**src/rtl/spi_sram_pkg.sv**
```systemverilog
`default_nettype none
// ============================================================================
// Module   : spi_sram_pkg
// Purpose  : Shared types and constants for the SPI serial-SRAM responder:
//            FSM state encoding, SPI opcodes and mode-register field codes.
// Revision : 1.0  initial release
// ============================================================================
package spi_sram_pkg;

  typedef enum logic [2:0] {
    IDLE   = 3'd0,
    CMD    = 3'd1,
    ADDR   = 3'd2,
    WDATA  = 3'd3,
    RDATA  = 3'd4,
    IGNORE = 3'd5
  } state_e;

  localparam logic [7:0] CMD_READ  = 8'h03;
  localparam logic [7:0] CMD_WRITE = 8'h02;
  localparam logic [7:0] CMD_RDMR  = 8'h05;
  localparam logic [7:0] CMD_WRMR  = 8'h01;

  // Mode register bits [7:6] select the transfer/wrap behaviour.
  localparam logic [1:0] MODE_BYTE = 2'b00;
  localparam logic [1:0] MODE_SEQ  = 2'b01;
  localparam logic [1:0] MODE_PAGE = 2'b10;

  localparam logic [7:0] MODE_REG_RESET = 8'h40;

  // Page-mode wrap boundary: 32-byte pages.
  localparam int PAGE_BITS = 5;

endpackage
`default_nettype wire

```
**src/rtl/spi_sram_sync.sv**
```systemverilog
`default_nettype none
// ============================================================================
// Module   : spi_sram_sync
// Purpose  : Brings the asynchronous SPI pins into the clk domain and detects
//            SCK edges on the synchronized copy.
// Ports    : clk, rst_n        system clock, async active-low reset
//            sck_i/cs_n_i/mosi_i raw SPI pins
//            sck_rise_o/sck_fall_o one-cycle edge pulses
//            cs_active_o       synchronized chip select, active high
//            mosi_o            synchronized MOSI, aligned with the edge pulses
// Revision : 1.0  initial release
// ============================================================================
module spi_sram_sync #(
  parameter int SYNC_STAGES = 2
) (
  input  logic clk,
  input  logic rst_n,
  input  logic sck_i,
  input  logic cs_n_i,
  input  logic mosi_i,
  output logic sck_rise_o,
  output logic sck_fall_o,
  output logic cs_active_o,
  output logic mosi_o
);

  logic [SYNC_STAGES-1:0] sck_q;
  logic [SYNC_STAGES-1:0] cs_n_q;
  logic [SYNC_STAGES-1:0] mosi_q;
  logic                   sck_prev_q;

  // CS_N chain resets high so the responder starts deselected.
  always_ff @(posedge clk or negedge rst_n) begin
    if (!rst_n) begin
      sck_q      <= '0;
      cs_n_q     <= '1;
      mosi_q     <= '0;
      sck_prev_q <= 1'b0;
    end else begin
      sck_q      <= {sck_q[SYNC_STAGES-2:0], sck_i};
      cs_n_q     <= {cs_n_q[SYNC_STAGES-2:0], cs_n_i};
      mosi_q     <= {mosi_q[SYNC_STAGES-2:0], mosi_i};
      sck_prev_q <= sck_q[SYNC_STAGES-1];
    end
  end

  // MOSI passes through the same depth as SCK, so at a detected rise it
  // still holds the bit the initiator set up before that rise.
  assign sck_rise_o  =  sck_q[SYNC_STAGES-1] & ~sck_prev_q;
  assign sck_fall_o  = ~sck_q[SYNC_STAGES-1] &  sck_prev_q;
  assign cs_active_o = ~cs_n_q[SYNC_STAGES-1];
  assign mosi_o      =  mosi_q[SYNC_STAGES-1];

endmodule
`default_nettype wire

```
**src/rtl/spi_sram_responder.sv**
```systemverilog
`default_nettype none
// ============================================================================
// Module   : spi_sram_responder
// Purpose  : SPI mode-0 responder emulating a 23LC-style serial SRAM on top
//            of an external block RAM (1-cycle read latency).
// Ports    : clk, rst_n                  system clock, async active-low reset
//            spi_sck/spi_cs_n/spi_mosi   SPI inputs from the initiator
//            spi_miso, spi_miso_oe       read data and its drive enable
//            mem_addr/mem_wdata/mem_we   BRAM write side
//            mem_re/mem_rdata            BRAM read strobe and returned data
// Options  : SPI_SRAM_MODE_REG_EN adds RDMR/WRMR and byte/page/sequential
//            modes; without it 0x05/0x01 are ignored and access is sequential.
// Revision : 1.0  initial release
// ============================================================================
module spi_sram_responder
  import spi_sram_pkg::*;
#(
  parameter int ADDR_WIDTH  = 16,
  parameter int SYNC_STAGES = 2
) (
  input  logic                  clk,
  input  logic                  rst_n,
  input  logic                  spi_sck,
  input  logic                  spi_cs_n,
  input  logic                  spi_mosi,
  output logic                  spi_miso,
  output logic                  spi_miso_oe,
  output logic [ADDR_WIDTH-1:0] mem_addr,
  output logic [7:0]            mem_wdata,
  output logic                  mem_we,
  output logic                  mem_re,
  input  logic [7:0]            mem_rdata
);

  logic sck_rise, sck_fall, cs_active, mosi;

  spi_sram_sync #(
    .SYNC_STAGES (SYNC_STAGES)
  ) u_sync (
    .clk         (clk),
    .rst_n       (rst_n),
    .sck_i       (spi_sck),
    .cs_n_i      (spi_cs_n),
    .mosi_i      (spi_mosi),
    .sck_rise_o  (sck_rise),
    .sck_fall_o  (sck_fall),
    .cs_active_o (cs_active),
    .mosi_o      (mosi)
  );

  state_e                state_q, state_d;
  logic [4:0]            bit_cnt_q, bit_cnt_d;    // rises within CMD/ADDR/byte
  logic [2:0]            fall_cnt_q, fall_cnt_d;  // falls within a read byte
  logic [6:0]            rx_q, rx_d;
  logic [7:0]            tx_q, tx_d;
  logic [7:0]            next_q, next_d;          // prefetched next read byte
  logic [ADDR_WIDTH-1:0] addr_q, addr_d;
  logic [ADDR_WIDTH-1:0] mem_addr_q, mem_addr_d;
  logic [7:0]            mem_wdata_q, mem_wdata_d;
  logic                  mem_we_q, mem_we_d;
  logic                  mem_re_q, mem_re_d;
  logic                  rd_pend_q, rd_pend_d;    // mem_rdata valid this cycle
  logic                  is_write_q, is_write_d;
  logic                  miso_q, miso_d;

  logic [7:0]            rx_shift;
  logic [ADDR_WIDTH-1:0] addr_shift;
  logic [1:0]            mode_field;
  logic                  mem_xfer;                // transfer targets the BRAM

`ifdef SPI_SRAM_MODE_REG_EN
  logic [7:0] mode_q, mode_d;
  logic       is_mode_q, is_mode_d;
  assign mode_field = mode_q[7:6];
  assign mem_xfer   = ~is_mode_q;
`else
  assign mode_field = MODE_SEQ;
  assign mem_xfer   = 1'b1;
`endif

  assign rx_shift   = {rx_q, mosi};
  // Shifting all 24 address bits through a narrower register keeps only the
  // low ADDR_WIDTH bits once the last bit arrives.
  assign addr_shift = {addr_q[ADDR_WIDTH-2:0], mosi};

  function automatic logic [ADDR_WIDTH-1:0] addr_inc(
    input logic [ADDR_WIDTH-1:0] a,
    input logic [1:0]            mode
  );
    logic [ADDR_WIDTH-1:0] n;
    n = a + ADDR_WIDTH'(1);
    if (mode == MODE_PAGE) n[ADDR_WIDTH-1:PAGE_BITS] = a[ADDR_WIDTH-1:PAGE_BITS];
    return n;
  endfunction

  always_comb begin
    state_d     = state_q;
    bit_cnt_d   = bit_cnt_q;
    fall_cnt_d  = fall_cnt_q;
    rx_d        = rx_q;
    tx_d        = tx_q;
    next_d      = next_q;
    addr_d      = addr_q;
    mem_addr_d  = mem_addr_q;
    mem_wdata_d = mem_wdata_q;
    mem_we_d    = 1'b0;
    mem_re_d    = 1'b0;
    rd_pend_d   = mem_re_q;
    is_write_d  = is_write_q;
    miso_d      = miso_q;
`ifdef SPI_SRAM_MODE_REG_EN
    mode_d      = mode_q;
    is_mode_d   = is_mode_q;
`endif

    if (!cs_active) begin
      // Deselect aborts everything; a partial write byte is simply dropped.
      state_d    = IDLE;
      bit_cnt_d  = '0;
      fall_cnt_d = '0;
      miso_d     = 1'b0;
    end else begin
      case (state_q)
        IDLE: begin
          state_d   = CMD;
          bit_cnt_d = '0;
          rx_d      = '0;
        end

        CMD: begin
          if (sck_rise) begin
            rx_d      = rx_shift[6:0];
            bit_cnt_d = bit_cnt_q + 5'd1;
            if (bit_cnt_q == 5'd7) begin
              bit_cnt_d  = '0;
              fall_cnt_d = '0;
              state_d    = IGNORE;
`ifdef SPI_SRAM_MODE_REG_EN
              is_mode_d  = 1'b0;
`endif
              if (rx_shift == CMD_READ) begin
                state_d    = ADDR;
                is_write_d = 1'b0;
              end else if (rx_shift == CMD_WRITE) begin
                state_d    = ADDR;
                is_write_d = 1'b1;
              end
`ifdef SPI_SRAM_MODE_REG_EN
              else if (rx_shift == CMD_RDMR) begin
                state_d   = RDATA;
                is_mode_d = 1'b1;
                tx_d      = mode_q;
                next_d    = mode_q;
              end else if (rx_shift == CMD_WRMR) begin
                state_d   = WDATA;
                is_mode_d = 1'b1;
              end
`endif
            end
          end
        end

        ADDR: begin
          if (sck_rise) begin
            addr_d    = addr_shift;
            bit_cnt_d = bit_cnt_q + 5'd1;
            if (bit_cnt_q == 5'd23) begin
              bit_cnt_d = '0;
              if (is_write_q) begin
                state_d = WDATA;
              end else begin
                mem_re_d   = 1'b1;
                mem_addr_d = addr_shift;
              end
            end
          end else if (rd_pend_q) begin
            // First read byte arrives; the address moves on so the next
            // prefetch already points at the following location.
            tx_d       = mem_rdata;
            addr_d     = addr_inc(addr_q, mode_field);
            state_d    = RDATA;
            bit_cnt_d  = '0;
            fall_cnt_d = '0;
          end
        end

        WDATA: begin
          if (sck_rise) begin
            rx_d      = rx_shift[6:0];
            bit_cnt_d = bit_cnt_q + 5'd1;
            if (bit_cnt_q == 5'd7) begin
              bit_cnt_d = '0;
`ifdef SPI_SRAM_MODE_REG_EN
              if (is_mode_q) begin
                mode_d  = rx_shift;
                state_d = IGNORE;
              end else
`endif
              begin
                mem_we_d    = 1'b1;
                mem_wdata_d = rx_shift;
                mem_addr_d  = addr_q;
                addr_d      = addr_inc(addr_q, mode_field);
                if (mode_field == MODE_BYTE) state_d = IGNORE;
              end
            end
          end
        end

        RDATA: begin
          if (sck_fall) begin
            miso_d = tx_q[7];
            // The 8th fall drives the last bit and swaps in the prefetched
            // byte so its MSB is ready for the following fall.
            if (fall_cnt_q == 3'd7) begin
              tx_d       = next_q;
              fall_cnt_d = '0;
            end else begin
              tx_d       = {tx_q[6:0], 1'b0};
              fall_cnt_d = fall_cnt_q + 3'd1;
            end
          end
          if (sck_rise) begin
            bit_cnt_d = (bit_cnt_q == 5'd7) ? 5'd0 : bit_cnt_q + 5'd1;
            if (mode_field == MODE_BYTE) begin
              // Leave only after the initiator has sampled the last bit.
              if (bit_cnt_q == 5'd7) state_d = IGNORE;
            end else if (bit_cnt_q == 5'd6 && mem_xfer) begin
              mem_re_d   = 1'b1;
              mem_addr_d = addr_q;
              addr_d     = addr_inc(addr_q, mode_field);
            end
          end
          if (rd_pend_q) next_d = mem_rdata;
        end

        IGNORE: begin
          state_d = IGNORE;
        end

        default: begin
          state_d = IDLE;
        end
      endcase
    end
  end

  always_ff @(posedge clk or negedge rst_n) begin
    if (!rst_n) begin
      state_q     <= IDLE;
      bit_cnt_q   <= '0;
      fall_cnt_q  <= '0;
      rx_q        <= '0;
      tx_q        <= '0;
      next_q      <= '0;
      addr_q      <= '0;
      mem_addr_q  <= '0;
      mem_wdata_q <= '0;
      mem_we_q    <= 1'b0;
      mem_re_q    <= 1'b0;
      rd_pend_q   <= 1'b0;
      is_write_q  <= 1'b0;
      miso_q      <= 1'b0;
    end else begin
      state_q     <= state_d;
      bit_cnt_q   <= bit_cnt_d;
      fall_cnt_q  <= fall_cnt_d;
      rx_q        <= rx_d;
      tx_q        <= tx_d;
      next_q      <= next_d;
      addr_q      <= addr_d;
      mem_addr_q  <= mem_addr_d;
      mem_wdata_q <= mem_wdata_d;
      mem_we_q    <= mem_we_d;
      mem_re_q    <= mem_re_d;
      rd_pend_q   <= rd_pend_d;
      is_write_q  <= is_write_d;
      miso_q      <= miso_d;
    end
  end

`ifdef SPI_SRAM_MODE_REG_EN
  always_ff @(posedge clk or negedge rst_n) begin
    if (!rst_n) begin
      mode_q    <= MODE_REG_RESET;
      is_mode_q <= 1'b0;
    end else begin
      mode_q    <= mode_d;
      is_mode_q <= is_mode_d;
    end
  end
`endif

  assign spi_miso_oe = (state_q == RDATA);
  assign spi_miso    = miso_q & spi_miso_oe;
  assign mem_addr    = mem_addr_q;
  assign mem_wdata   = mem_wdata_q;
  assign mem_we      = mem_we_q;
  assign mem_re      = mem_re_q;

endmodule
`default_nettype wire

```
**config.mk**
```make
export PLATFORM = sky130hd
export DESIGN_NAME = spi_sram_responder
export DESIGN_NICKNAME = d
export VERILOG_FILES = /design/src/rtl/spi_sram_pkg.sv /design/src/rtl/spi_sram_sync.sv /design/src/rtl/spi_sram_responder.sv
export SDC_FILE = /design/constraint.sdc
export NUM_CORES = 1
export LEC_CHECK = 0
export ABC_CLOCK_PERIOD_IN_PS = 6220
export BUFFER_PORTS_ARGS = -buffer_cell sky130_fd_sc_hd__buf_2
export CORE_MARGIN = 4
export CORE_UTILIZATION = 45
export DETAILED_ROUTE_END_ITERATION = 10
export PLACE_DENSITY_LB_ADDON = 0.05
export RECOVER_POWER = 50
export SLEW_MARGIN = 20
export SYNTH_ARGS = -nofsm -noshare
export SYNTH_HDL_FRONTEND = slang
export SYNTH_SLANG_ARGS = --single-unit
```
**constraint.sdc**
```tcl
create_clock -name clk -period 6.22 [get_ports clk]
set_input_delay 1.244 -clock clk [delete_from_list [all_inputs] [get_ports clk]]
set_output_delay 1.244 -clock clk [all_outputs]
set_load 0.01 [all_outputs]
```
==> run metrics, run 1 <==
status completed; Slew @ Worst Pin 839 ps; final period utilization 56.7%; min Tclk post-route 3530 ps; CTS tree yes; Synth Net Count 463; Setup Buffers After CTS 0; Core Footprint 0.00937 mm2; Final Setup Violations 0; Worst-path clk slew 90 ps; Worst Skew 6.66 ps; Final ANT Viol Nets 0; Top FF cell, synth dfrtp_1; Sequential Area 0.00215 mm2; hold endpoint u_sync.sck_q[1]$_DFF_PN0_; hold crit path type flip-flop to flip-flop; RSZ-0062 raised after global routing false; initial core utilization 46.9%; largest family of logic cells by synthesized area simple AND/OR/NAND/NOR gates; Final HPWL DP 6.14 mm; TritonRoute pass-1 iters 4; area occupied by multi-input gates 0.00208 mm2; Post-synth EDFFs 0; Worst Setup End Kind output pin; CP max stage delay 740 ps; Diodes inserted 0; Inserted Clock Buffers 9; worst relative slew slack 44.0%; Fmax achieved 0.283 GHz; Layout area overhead 10.2%; clk buf depth 2; Setup TNS Final 0 ps; largest net degree at the start of global routing 87; root buf cell clkbuf_8; chip width 107 um; vias per cell 5.62; GRT Resource Usage Total 17.6%; final net count 484; origin of the critical flop-to-flop path state_q[0]$_DFFE_PN0P_; CP Cell Sequence or3b_1, inv_2, and2_1, buf_2; crit path max fanout 24; share of layout cells above drive strength 1 20.6%; Rows 35; simple-gate share of the synthesized area 19.1%; GPL Wtd Cong 0.865; r2r endpoint addr_q[9]$_DFFE_PN0P_; Iter 0 DRT Violations 258; ys async rst share 100%; initial antenna violation count 0; Worst Hold Launch u_sync.sck_q[0]$_DFF_PN0_; Post-Synth Adder-Cell Area 1.42%; hold_ws 365 ps; hold path cells 0; port buffer count 40; Post-Route WL 9.29 mm; Avg Inst Size Synth 9.88 um2; Die Y 107 um; vias in the first global route 3,254; Final Hold Viols 0; Synth cell types 65; CTS Hold Buffers Added 0; #FFs+latches synth 86; cells after synthesis 445; register area share after synthesis 49.0%; Max IR drop VDD 141 uV; max-slew violation count 0; gr ovfl total 0; Reg2Reg Depth 6; mux contribution to synthesized area 11.4%; CTS sink count 86; Critical Path RT 4980 ps; CP arrival 2280 ps; number of I/O pins 41; Residual DRC 0; Synth Area in Compound Gates 15.2%; Die ar. 0.0114 mm2; Vias 3,369; H-tree depth 3; R2R Setup Slk 3380 ps; design area 0.00484 mm2; fill cell count 890; WS Path Type flip-flop to output pin; placed cell area 0.00464 mm2; synthesized area 0.00440 mm2; total of warnings raised by yosys 0; wire length per cell 15.5 um; power per standard cell area 389 mW/mm2; crit start category flip-flop; number of max-cap violations 0; Leak 0.00213 uW; slowest CP cell or3b_1; Clk Latency, worst-skew pair 360 ps; first-pass GRT wire length 16.1 mm; XOR/XNOR Fraction of Synth Area 0%; number of gates resized after cts 0
-- cells in the mapped netlist (2+ instances only) --
| library cell | number | area share (%) |
|---|---|---|
| a211oi_1 | 4 | 0.68 |
| a21o_1 | 4 | 0.68 |
| a21oi_1 | 16 | 1.8 |
| a31oi_1 | 11 | 1.6 |
| and3_1 | 2 | 0.28 |
| and4_1 | 2 | 0.40 |
| buf_2 | 5 | 0.57 |
| buf_4 | 3 | 0.51 |
| clkbuf_1 | 21 | 1.8 |
| dfrtp_1 | 84 | 48 |
| dfstp_2 | 2 | 1.2 |
| ha_1 | 5 | 1.4 |
| inv_1 | 7 | 0.60 |
| mux2_2 | 23 | 5.9 |
| mux2i_1 | 24 | 5.5 |
| nand2_1 | 60 | 5.1 |
| nand2b_1 | 2 | 0.28 |
| nand3_1 | 24 | 2.7 |
| nand3b_1 | 2 | 0.34 |
| nand4_1 | 11 | 1.6 |
| nand4b_1 | 2 | 0.40 |
| nor2_1 | 22 | 1.9 |
| nor2b_1 | 3 | 0.43 |
| nor3_1 | 8 | 0.91 |
| nor3b_1 | 4 | 0.68 |
| nor4_1 | 3 | 0.43 |
| nor4bb_1 | 2 | 0.46 |
| o211ai_1 | 3 | 0.51 |
| o21ai_0 | 25 | 2.8 |
| o21ai_1 | 19 | 2.2 |
| o221ai_1 | 2 | 0.40 |
| o22ai_1 | 3 | 0.43 |
| o31ai_1 | 2 | 0.34 |
| or2_2 | 2 | 0.28 |
| or3_1 | 2 | 0.28 |
| or3b_1 | 2 | 0.40 |
-- cells in the final DEF (no fill, tap or decap), types with 3 or more instances in the layout --
cell type	n
a211oi_1	4
a21o_1	4
a21oi_1	16
a31oi_1	11
buf_2	39
clkbuf_8	9
dfrtp_1	84
ha_1	5
inv_1	7
inv_6	3
mux2_2	23
mux2i_1	24
nand2_1	60
nand3_1	24
nand4_1	11
nor2_1	22
nor2b_1	3
nor3_1	7
nor3b_1	4
nor4_1	3
o211ai_1	3
o21ai_0	25
o21ai_1	19
o22ai_1	3
-- sequential cells by signal, summed over array words and instances (netlist names), 2 cells and up --
| name | cells |
|---|---|
| rx_q | 7 |
| mem_addr | 16 |
| next_q | 8 |
| u_sync.sck_q | 2 |
| bit_cnt_q | 5 |
| state_q | 3 |
| fall_cnt_q | 3 |
| u_sync.mosi_q | 2 |
| mem_wdata | 8 |
| tx_q | 8 |
| u_sync.cs_n_q | 2 |
| addr_q | 16 |
-- logic make-up after synthesis --
family                     count (synthesis)
and+or+nand+nor                          163
AOI/OAI and AO/OA                        105
adders and majority gates                  5
DFF                                       86
muxes                                     47
buffers and inverters                     39
-- power by group --
| group | internal [uW] | total (uW) | leakage, uW | switching (uW) |
|---|---|---|---|---|
| Combinational | 267 | 656 | 0.000934 | 389 |
| Clock | 192 | 411 | 0.000103 | 219 |
| Sequential | 675 | 817 | 0.00109 | 141 |
-- layout make-up --
class	count	share of cell area, %
inverters	8	0.620
flip-flops and latches	86	44.5
clock buffers	9	2.56
multi-input cells	320	42.9
repair buffers	41	4.42
clock inverters	7	1.65
well taps	129	3.33
-- per-layer routing --
layer  global-route usage, %  up-vias  share of wire (%)
met2                    26.6       94                 46
met4                    4.47        0               0.42
met3                    5.00        2                5.4
met5                       0        -                  0
met1                    25.0     1604                 48
li1                        -     1669                  -
-- worst max-delay path by stage --
stage | startpoint | end | slack [ps] | cells after the start
4_1_cts | state_q[0]$_DFFE_PN0P_ | spi_miso | 2660 | 4
6_report | state_q[0]$_DFFE_PN0P_ | spi_miso | 2690 | 4
5_1_grt | state_q[0]$_DFFE_PN0P_ | spi_miso | 2460 | 4
3_5_place_dp | state_q[0]$_DFFE_PN0P_ | spi_miso | 3060 | 4
3_3_place_gp | state_q[0]$_DFFE_PN0P_ | spi_miso | 3160 | 4
2_1_floorplan | state_q[0]$_DFFE_PN0P_ | spi_miso | 3760 | 4
-- per-stage QoR --
step | util (%) | total power (uW) | cells | worst slack (ps)
global placement | 49.4 | 1470 | 584 | 3160
CTS | 51.7 | 1910 | 600 | 2660
global route | 51.7 | 2050 | 600 | 2460
floorplan | - | 1320 | 445 | 3760
detailed placement | 49.5 | 1490 | 584 | 3060
finish | 51.7 | 1880 | 600 | 2690
-- critical path: cells and delay by family, from the launching register on --
kind                   cells  cell delay [ps]
and+or+nand+nor            2              970
DFF                        1              590
buffers and inverters      2              350
Note: power is estimated with default switching activity, not from simulation.
==> run 2, diff against run 1 <==
- ABC_CLOCK_PERIOD_IN_PS: 6220 -> 3550
- clock period: 6.22 -> 3.55 ns (I/O delays scaled with it)
==> run 2 against run 1 <==
  * The run now ends with max-capacitance violations, max-slew violations left
  * Critical endpoint unchanged
  * Combinational power is 75% higher
  * Critical path type unchanged
  * Total power is 74% higher
  * Sequential share of layout area is 0.057 points lower
  * Clock power is 70% higher
  * Largest power group unchanged
==> run metrics, run 2 (synthesis results as in run 1) <==
Buf/Inv on CP 3; Worst Skew 18.0 ps; Die Y 107 um; first-pass GRT wire length 15.9 mm; Top delay family on crit path simple AND/OR/NAND/NOR gates; Worst Hold Launch u_sync.mosi_q[0]$_DFF_PN0_; origin of the critical flop-to-flop path state_q[0]$_DFFE_PN0P_; fin worst setup slack 671 ps; Slew @ Worst Pin 2170 ps; Rows 35; GPL Wtd Cong 0.831; Layout area overhead 10.4%; Inserted Clock Buffers 9; Final Hold Viols 0; Iter 0 DRT Violations 178; slowest CP cell or3b_1; min Tclk post-route 2880 ps; chip width 107 um; wire length per cell 15.3 um; Core Footprint 0.00937 mm2; Critical Path RT 2840 ps; hold endpoint u_sync.mosi_q[1]$_DFF_PN0_; hold crit path type flip-flop to flip-flop; clk buf depth 2; Vias 3,362; number of gates resized after cts 0; largest net degree at the start of global routing 39; R2R Setup Slk 1120 ps; CP max stage delay 580 ps; crit start category flip-flop; most frequent cells in the layout dfrtp_1, nand2_1, buf_2; vias per cell 5.57; worst relative slew slack -44.4%; CTS Hold Buffers Added 0; Leak 0.00212 uW; H-tree depth 3; vias in the first global route 3,192; final net count 488; violated checks max-capacitance violations, max-slew violations; Worst-path clk slew 100 ps; gr ovfl total 0; Setup TNS Final 0 ps; Reg2Reg Depth 8; max-slew violation count 39; Diodes inserted 0; GRT Resource Usage Total 17.2%; Top Usage Layer GRT met1; met2 GRT Util 25.3%; Worst Setup End Kind output pin; Residual DRC 0; WS Path Type flip-flop to output pin; met3 usage 3.19%; number of I/O pins 41; root buf cell clkbuf_8; Final ANT Viol Nets 0; CTS sink count 86; initial core utilization 46.9%; final period utilization 81.1%; CP Cell Sequence or3b_1, buf_4, inv_2, and2_1, buf_2; Final Setup Violations 0; hold path cells 0; commonest non-fill, non-tap cell in the layout dfrtp_1; RSZ-0062 raised after global routing false; CP arrival 2170 ps; status finished with violations; share of layout cells above drive strength 1 19.8%; Clk Latency, worst-skew pair 360 ps; Max IR drop VDD 262 uV; port buffer count 40; GR met1 Demand/Resource 25.5%; power per standard cell area 677 mW/mm2; Post-Route WL 9.23 mm; r2r endpoint addr_q[14]$_DFFE_PN0P_; post-place setup slack 1090 ps; Fmax achieved 0.347 GHz; crit path max fanout 18; Die ar. 0.0114 mm2; number of max-cap violations 1; Final HPWL DP 6.22 mm; TritonRoute pass-1 iters 4; CTS tree yes; Setup Buffers After CTS 0; initial antenna violation count 0
==> run 2: cell types whose count changed in the layout (fill, tap and decap cells not counted), moves of 2 or more <==
cell / change
clkbuf_1: +7
buf_2: -6
buf_4: +2
clkbuf_2: +2
clkinv_2: +2
==> run 2: area by class of cell <==
| type | count | area [um2] |
|---|---|---|
| clock inverters | 7 | 71.3 |
| clock buffers | 9 | 124 |
| repair buffers | 45 | 224 |
| multi-input cells | 320 | 2090 |
| fillers | 905 | 4520 |
| inverters | 8 | 30.0 |
| flip-flops and latches | 86 | 2150 |
| well taps | 129 | 161 |
==> run 2: worst max path at each step <==
stage | startpoint | to | slack, ps | cells after the start
after floorplan | bit_cnt_q[0]$_DFFE_PN0P_ | addr_q[10]$_DFFE_PN0P_ | 1570 | 8
after global placement | state_q[0]$_DFFE_PN0P_ | mem_addr[1]$_DFFE_PN0P_ | 1080 | 4
after detailed placement | state_q[2]$_DFFE_PN0P_ | spi_miso | 1090 | 5
after CTS | state_q[0]$_DFFE_PN0P_ | spi_miso | 660 | 5
after global routing | rst_n | addr_q[12]$_DFFE_PN0P_ | 370 | 2
final | state_q[0]$_DFFE_PN0P_ | spi_miso | 670 | 5
==> run 2: metal layers <==
| metal | up-vias | wire (um) |
|---|---|---|
| met1 | 1616 | 4710 |
| li1 | 1670 | - |
| met4 | 0 | 59 |
| met5 | - | 0 |
| met3 | 4 | 463 |
| met2 | 72 | 3990 |
==> run 2: power by group <==
group	leakage, uW	internal [uW]	switching, uW	total, uW
Sequential	0.00109	1180	252	1440
Combinational	0.000923	471	676	1150
Clock	0.000104	328	372	700
==> run 2: through the flow <==
stage / total power [uW] / area (um2) / cells / hold slack, ps / util (%)
6_report: 3280 / 4850 / 604 / 352 / 51.8
2_1_floorplan: 2310 / 4400 / 445 / 331 / -
3_5_place_dp: 2610 / 4670 / 588 / 335 / 49.9
3_3_place_gp: 2580 / 4660 / 588 / 333 / 49.7
4_1_cts: 3310 / 4870 / 604 / 331 / 51.9
5_1_grt: 3540 / 4850 / 604 / 369 / 51.8
==> run 2: worst register-to-register path, cell delays in order (launching register included) <==
cell and delay, ps:
dfrtp_1 550, or3b_1 580, buf_4 250, inv_2 150, nor3_2 70, buf_4 210
nor4_1 290, a21oi_1 70, o2bb2ai_1 150
==> run 3, diff against run 2 <==
- ABC_CLOCK_PERIOD_IN_PS: 3550 -> 2330
- clock period: 3.55 -> 2.33 ns (I/O delays scaled with it)
==> run 3 against run 2 <==
  * Highest routed layer unchanged
  * Critical endpoint unchanged
  * Global-route usage down 0.42 points
  * The flow still finishes with violations (max-capacitance violations, max-slew violations)
  * Sequential power increased by 49%
  * Largest cell class unchanged
  * Utilization up 1.0 points
  * Critical path depth decreased by 1
==> run metrics, run 3 (synthesis results as in run 1) <==
chip width 107 um; Core Footprint 0.00937 mm2; clock share of power 20.7%; power per standard cell area 1030 mW/mm2; crit start category flip-flop; Final ANT Viol Nets 0; RSZ-0062 raised after global routing true; sw frac 39.0%; Clk Latency, worst-skew pair 360 ps; Layout area overhead 12.6%; most frequent cells in the layout dfrtp_1, nand2_1, buf_2; WL met2 4.29 mm; Final Hold Viols 0; Die ar. 0.0114 mm2; DR top layer met4; CTS sink count 86; Switch Pwr 2000 uW; vias per cell 5.59; Iter 0 DRT Violations 214; Worst Skew 9.49 ps; initial antenna violation count 0; WS Path Type flip-flop to output pin; Max IR drop VDD 513 uV; CP arrival 1750 ps; Rows 35; crit path max fanout 9; final net count 497; Diodes inserted 0; Die Y 107 um; # placed instances 597; Final Setup Violations 0; largest net degree at the start of global routing 54; initial core utilization 46.9%; Slew @ Worst Pin 1880 ps; clk buf depth 2; metal3 WL 440 um; hold_ws 196 ps; Sequential Area 0.00216 mm2; worst relative slew slack -25.3%; Vias 3,426; share of power burned in registers 42.0%; violated checks max-capacitance violations, max-slew violations; Setup Buffers After CTS 0; first-pass GRT wire length 15.5 mm; CTS tree yes; TritonRoute pass-1 iters 5; H-tree depth 3; fill cell count 914; commonest non-fill, non-tap cell in the layout dfrtp_1; Inserted Clock Buffers 9; root buf cell clkbuf_8; non-filler cells, final 613; max-slew violation count 35; Critical Path RT 1860 ps; WL met1 4.48 mm; Layout Utilization 52.8%; vias in the first global route 3,231; GRT Resource Usage Total 16.7%; Worst-path clk slew 90 ps; gr ovfl total 0; share of layout cells above drive strength 1 21.9%; post-place setup slack 138 ps; Worst Setup End Kind output pin; Gate power share 37.3%; number of I/O pins 41; internal power 3110 uW; Fmax achieved 0.452 GHz; area occupied by multi-input gates 0.00209 mm2; Final HPWL DP 6.43 mm; status finished with violations; fin worst setup slack 118 ps; Setup TNS Final 0 ps; final period utilization 94.9%; min Tclk post-route 2210 ps; hold crit path type input pin to flip-flop; Residual DRC 0; Leak 0.00217 uW; number of max-cap violations 1; port buffer count 40; wire length per cell 15.1 um; Post-Route WL 9.29 mm; GPL Wtd Cong 0.872
==> run 3: cell types whose count changed in the layout (fill, tap and decap cells not counted), sizes merged <==
cell | before | now
clkbuf | 18 | 16
inv | 10 | 9
buf | 36 | 48
==> run 3: what timing repair did <==
action	in CTS	in global routing
hold buffers	0	0
endpoints found under the setup margin	1	6
gates cloned	0	0
hold endpoints to repair	0	0
pin swaps	0	0
gates resized for setup	1	3
==> run 3: critical path: stages (launching register included) <==
cell and delay, ps:
dfrtp_1 480, or3b_4 470, inv_2 170, and2_1 150
buf_2 120
==> run 3: final cells by class <==
cell class                      count  share of cell area, %
Clock buffer                       10                   2.58
Clock inverter                      6                   1.42
Tap cell                          129                   3.26
Inverter                            8                  0.607
Multi-Input combinational cell    320                   42.2
Timing Repair Buffer               54                   6.35
Sequential cell                    86                   43.6
==> run 3: path summary, 6_finish.rpt <==
kind                            slack [ps]                          to                 startpoint  cells after the start
min in group asynchronous              610    mem_wdata[6]$_DFFE_PN0P_                      rst_n                      1
worst max register to register         140      addr_q[15]$_DFFE_PN0P_   bit_cnt_q[0]$_DFFE_PN0P_                      7
worst min-delay path                   200  u_sync.cs_n_q[0]$_DFF_PN1_                   spi_cs_n                      1
worst max-delay path                   120                    spi_miso     state_q[1]$_DFFE_PN0P_                      4
worst min register to register         360   u_sync.sck_q[1]$_DFF_PN0_  u_sync.sck_q[0]$_DFF_PN0_                      0
max in group asynchronous              450  u_sync.cs_n_q[1]$_DFF_PN1_                      rst_n                      2
==> run 3: per-stage QoR <==
step	instance area [um2]	power [uW]
after floorplan	4400	3520
after global placement	4750	4030
after detailed placement	4750	4080
after CTS	4950	5150
after global routing	4950	5500
final	4950	5110
==> run 3: metal layers <==
metal  up-vias  GRT usage [%]
met5         -              0
met1      1644           23.3
met2        83           25.9
met3         4           4.94
li1       1695              -
met4         0           3.74
==> run 3: power groups by stage <==
stage | logic (uW) | registers [uW] | clock network (uW)
3_3_place_gp | 1880 | 2160 | 0
6_report | 1910 | 2140 | 1060
4_1_cts | 1920 | 2140 | 1100
3_5_place_dp | 1910 | 2170 | 0
5_1_grt | 2140 | 2210 | 1150
2_1_floorplan | 1460 | 2060 | 0
